==> src/rtl/mem_stage.sv <==
// mem_stage: MIPS MEM pipeline stage. It runs the req/ack data-memory access,
// stalls the pipeline until the bus answers, and latches the MEM/WB register.
`default_nettype none

module mem_stage #(
  parameter int TIMEOUT = 16
) (
  input  logic        clk,
  input  logic        reset,
  input  logic        we,
  input  logic        is_branch,
  input  logic        alu_zero,
  input  logic        mem_read,
  input  logic        mem_write,
  input  logic        mem_type,
  input  logic        mem_to_reg,
  input  logic        reg_write,
  input  logic [31:0] pc_branch,
  input  logic [31:0] alu_out,
  input  logic [31:0] data_t,
  input  logic [4:0]  reg_addr,
  output logic        mem_req,
  output logic        mem_wr,
  output logic [31:0] mem_addr,
  output logic [31:0] mem_wdata,
  output logic [3:0]  mem_be,
  input  logic        mem_ack,
  input  logic [31:0] mem_rdata,
  output logic        stall,
  output logic        branch_taken,
  output logic [31:0] pc_branch_out,
  output logic        bus_error,
  output logic [4:0]  reg_probe,
  output logic [31:0] data_probe,
  output logic        write_probe,
  output logic        reg_write_out,
  output logic        mem_to_reg_out,
  output logic [31:0] alu_out_out,
  output logic [31:0] mem_data_out,
  output logic [4:0]  reg_addr_out
);

  typedef enum logic [1:0] {
    S_IDLE = 2'd0,
    S_WAIT = 2'd1,
    S_DONE = 2'd2
  } state_t;

  localparam logic [7:0] C_LAST = 8'(TIMEOUT - 1);

  state_t      r_state;
  logic [7:0]  r_cnt;
  logic [31:0] r_rbuf;
  logic        r_bus_error;

  logic        w_op;
  logic        w_stall;
  logic [7:0]  w_cnt_nxt;
  logic        w_timeout;
  logic [7:0]  w_lane;
  logic [31:0] w_fmt;

  assign w_op      = mem_read | mem_write;
  assign w_cnt_nxt = r_cnt + 8'd1;
  assign w_timeout = (w_cnt_nxt == C_LAST);
  // Gating with reset lets a request vanish in the very cycle reset rises.
  assign w_stall   = ~reset & w_op & (r_state != S_DONE);

  assign mem_req   = ~reset & (((r_state == S_IDLE) & w_op) | (r_state == S_WAIT));
  assign mem_wr    = mem_write;
  assign mem_addr  = mem_type ? alu_out : {alu_out[31:2], 2'b00};
  assign mem_be    = mem_type ? (4'b0001 << alu_out[1:0]) : 4'b1111;
  assign mem_wdata = mem_type ? {4{data_t[7:0]}} : data_t;

  assign stall         = w_stall;
  assign bus_error     = r_bus_error;
  assign branch_taken  = is_branch & alu_zero;
  assign pc_branch_out = pc_branch;
  assign reg_probe     = reg_addr;
  assign data_probe    = alu_out;
  assign write_probe   = reg_write & ~mem_to_reg;

  always_comb begin
    w_lane = r_rbuf[7:0];
    case (alu_out[1:0])
      2'd0: w_lane = r_rbuf[7:0];
      2'd1: w_lane = r_rbuf[15:8];
      2'd2: w_lane = r_rbuf[23:16];
      2'd3: w_lane = r_rbuf[31:24];
    endcase
    w_fmt = mem_type ? {{24{w_lane[7]}}, w_lane} : r_rbuf;
  end

  always_ff @(posedge clk or posedge reset) begin
    if (reset) begin
      r_state     <= S_IDLE;
      r_cnt       <= 8'd0;
      r_rbuf      <= 32'd0;
      r_bus_error <= 1'b0;
    end else begin
      case (r_state)
        S_IDLE: begin
          if (w_op) begin
            r_cnt <= 8'd0;
            if (mem_ack) begin
              r_rbuf  <= mem_rdata;
              r_state <= S_DONE;
            end else begin
              r_state <= S_WAIT;
            end
          end
        end
        S_WAIT: begin
          if (mem_ack) begin
            r_rbuf  <= mem_rdata;
            r_state <= S_DONE;
          end else if (w_timeout) begin
            r_rbuf      <= 32'd0;
            r_bus_error <= 1'b1;
            r_state     <= S_DONE;
          end else begin
            r_cnt <= w_cnt_nxt;
          end
        end
        S_DONE: begin
          if (we) r_state <= S_IDLE;
        end
        default: r_state <= S_IDLE;
      endcase
    end
  end

  // A stalled advance inserts a bubble; data fields keep their old contents.
  always_ff @(posedge clk or posedge reset) begin
    if (reset) begin
      reg_write_out  <= 1'b0;
      mem_to_reg_out <= 1'b0;
      alu_out_out    <= 32'd0;
      mem_data_out   <= 32'd0;
      reg_addr_out   <= 5'd0;
    end else if (we) begin
      if (w_stall) begin
        reg_write_out  <= 1'b0;
        mem_to_reg_out <= 1'b0;
      end else begin
        reg_write_out  <= reg_write;
        mem_to_reg_out <= mem_to_reg;
        alu_out_out    <= alu_out;
        reg_addr_out   <= reg_addr;
        if (w_op) mem_data_out <= w_fmt;
      end
    end
  end

endmodule

`default_nettype wire

==> config.mk <==
export PLATFORM = sky130hd
export DESIGN_NAME = mem_stage
export DESIGN_NICKNAME = d
export VERILOG_FILES = /design/src/rtl/mem_stage.sv
export SDC_FILE = /design/constraint.sdc
export NUM_CORES = 1
export LEC_CHECK = 0
export BUFFER_PORTS_ARGS = -buffer_cell sky130_fd_sc_hd__buf_2
export CORE_AREA = 2 2 140 142
export DETAILED_ROUTE_END_ITERATION = 6
export DIE_AREA = 0 0 142 144
export GPL_TIMING_DRIVEN = 0
export PLACE_DENSITY = 0.65
export SLEW_MARGIN = 20
export SYNTH_ARGS = -nofsm -noshare
export SYNTH_HDL_FRONTEND = slang
export SYNTH_SLANG_ARGS = --single-unit
==> constraint.sdc <==
create_clock -name clk -period 10.4 [get_ports clk]
set_clock_uncertainty 0.1 [all_clocks]
set_input_delay 1.04 -clock clk [delete_from_list [all_inputs] [get_ports clk]]
set_output_delay 1.04 -clock clk [all_outputs]
set_load 0.01 [all_outputs]
==> metrics <==
Net Count, Synth 793; # setup viols final 0; Power Density 185 mW/mm²; Register Area 0.00285 mm²; status completed; Max Clk Rate 0.271 GHz; critical path's largest stage delay 0.47 ns; Hold Crit Class reg2reg; DIE AREA 0.0204 mm²; Worst Hold End bus_error$_DFFE_PP0P_; mux contribution to synthesized area 10.1%; RR Endpoint r_rbuf[2]$_DFFE_PP0P_; register area share after synthesis 44.5%; Fillers 1901; min cycle time layout 3.69 ns; worst-margin pin slew 0.583 ns; TritonCTS clock tree done; routability congestion estimate 0.810; PortBufs 325; Synth Area in Simple Gates 9.20%; cell row count 51; Post-Route WL 19500 µm; Synth Area in XOR/XNOR 0.391%; cts-stage hold buffer count 0; Adder-Cell Fraction of Synth Area 0.391%; # diodes 0; Total Routing Usage GR 18.3%; Startpoint Class input port; Post-DRT Antenna Nets 0; asr flop ratio synth 100%; IO Pins 358; Iteration-0 DRC Markers 352; top cells by area, synth dfrtp_1 (45%), buf_4 (13%), o21ai_0 (7.7%); Reg2Reg Depth 6; r2r setup slk 8.36 ns; Critical Path, Cell by Cell buf_2, clkbuf_1, clkbuf_1, o21ai_0, buf_2; cells after synthesis 647; endpoint type of the worst setup path output port; grt total ovfl 0; Worst-path clk slew 0.05 ns; Slew Limit Headroom 61.2%; RSZ-0062 raised after global routing no; largest area contributor in the synthesized netlist dfrtp_1; HPWL Detailed 15200 µm; Power, Total 1.65 mW; layout cells sized above 1 53.0%; post-route setup TNS 0 ns; Initial Util 33.6%; synth unique cells 52; height of the die 144 µm; CTS Root Cell clkbuf_16; crit-path leading delay family buffers and inverters; area occupied by multi-input gates 0.00239 mm²; DRC 0; most used routing layer met2; Setup crit start mem_type; Synth Area per Inst 9.90 µm²; ys flop type dfrtp_1; top cells by count, synth dfrtp_1 (114), buf_4 (108), o21ai_0 (98), nand2_1 (50), inv_1 (38); drt first pass iters 6; Nets 1138; vias in the first global route 5104; CP Max Fanout 10; Post-Synthesis Cell Area 0.00641 mm²; final period utilization 35.5%; CORE AREA 0.0191 mm²; first-pass GRT wire length 28500 µm; met2 Use GR 29.3%; CTS Buf Count 17; Post-CTS Setup Bufs 0; initial antenna violation count 0; crit path kind in2out; Area Growth Syn to Fin 39.1%; Worst EP arrival 2.55 ns; maximum vdd drop 0.120 mV; cell area after layout 0.00891 mm²; Clock Tree Buf Depth 2; clk_lat worst skew 0.41 ns; Vias 5784; Max Cap Viol 0; CTS resizes 0; die width 142 µm; placed cell areas 0.00836 mm²; hold-critical path depth 1; WHS 0.351 ns; HP Start bus_error$_DFFE_PP0P_; CTS sink count 114; Yosys reg bits 114; worst r2r src r_cnt[0]$_DFFE_PP0P_; Global Route met3 Usage 3.91%; Worst Path Required 9.26 ns; CP Buf/Inv Count 4; Leak 4.69 nW; Final Core Density 46.7%; final slew viol count 0; largest net degree at the start of global routing 72; Synth Area in Compound Gates 17.3%; Post-synth EDFFs 0; wire per inst 15.7 µm; most common cell in the netlist dfrtp_1; met1 GRT Util 24.9%; CTS H-tree lvls 4; post-synth top area share 44.5%; Hold Violations, Final 0; largest family of logic cells by synthesized area buffers and inverters; Vias/cell 4.66; Worst path slowest cell clkbuf_1; synth warn 0
## power by group
part | internal (mW) | switching, mW
Sequential | 0.549 | 0.0859
Clock | 0.358 | 0.190
Combinational | 0.224 | 0.239
Total | 1.13 | 0.515
## cells by family after synthesis
logic type	count (synthesis)
compound gates	187
xor+xnor	2
fa+ha+maj	2
buf+inv	183
flops	114
mux	47
simple gates	112
## worst reg2reg max path: stages, from the launching register on
cell,delay [ns]
dfrtp_1,0.44
ha_1,0.28
xor2_1,0.18
nand3_1,0.20
nor2_2,0.29
clkbuf_2,0.29
o21ai_0,0.13
## registers in the layout (all words and copies together), names as in the netlist
register,flops
mem_to_reg_out,1
bus_error,1
reg_addr_out,5
r_cnt,8
alu_out_out,32
mem_data_out,32
reg_write_out,1
r_rbuf,32
r_state,2
## cells in the final DEF, fill, tap and decap left out, types with 26 or more instances in the layout
| cell type | instances |
|---|---|
| dfrtp_1 | 114 |
| a21oi_1 | 26 |
| buf_2 | 336 |
| nand2b_1 | 34 |
| a22oi_1 | 33 |
| o21ai_0 | 98 |
| buf_4 | 108 |
| nand2_1 | 50 |
| mux2_4 | 29 |
| inv_1 | 37 |
## layout make-up
cell class / count / share of cell area (%)
multi-input combinational: 350 / 26.9
timing repair buffer: 326 / 18.6
clock inverter: 7 / 0.955
clock buffer: 22 / 5.21
sequential: 114 / 32.0
inverter: 38 / 1.66
buffer: 145 / 11.4
tap: 238 / 3.34
## through the flow
stage                     worst slack, ns  std cells
after CTS                            6.76       1240
after detailed placement             6.76       1211
final                                6.71       1240
after global placement               4.25       1210
after floorplan                      5.86        647
after global routing                 6.62       1240
## how the worst max path moves through the flow
stage | to | slack (ns) | cells after the start
after global placement | mem_data_out[11]$_DFFE_PP0P_ | 4.25 | 7
after floorplan | mem_data_out[0]$_DFFE_PP0P_ | 5.86 | 6
after detailed placement | mem_wdata[29] | 6.76 | 5
after global routing | mem_wdata[29] | 6.62 | 5
final | mem_wdata[29] | 6.71 | 5
after CTS | mem_wdata[29] | 6.76 | 6
## layer usage
layer / vias up / share of wire (%)
li1: 2814 / -
met5: - / 0
met2: 231 / 48
met3: 20 / 6.3
met4: 0 / 1.4
met1: 2719 / 44
Power figures use the tool's default switching activity.
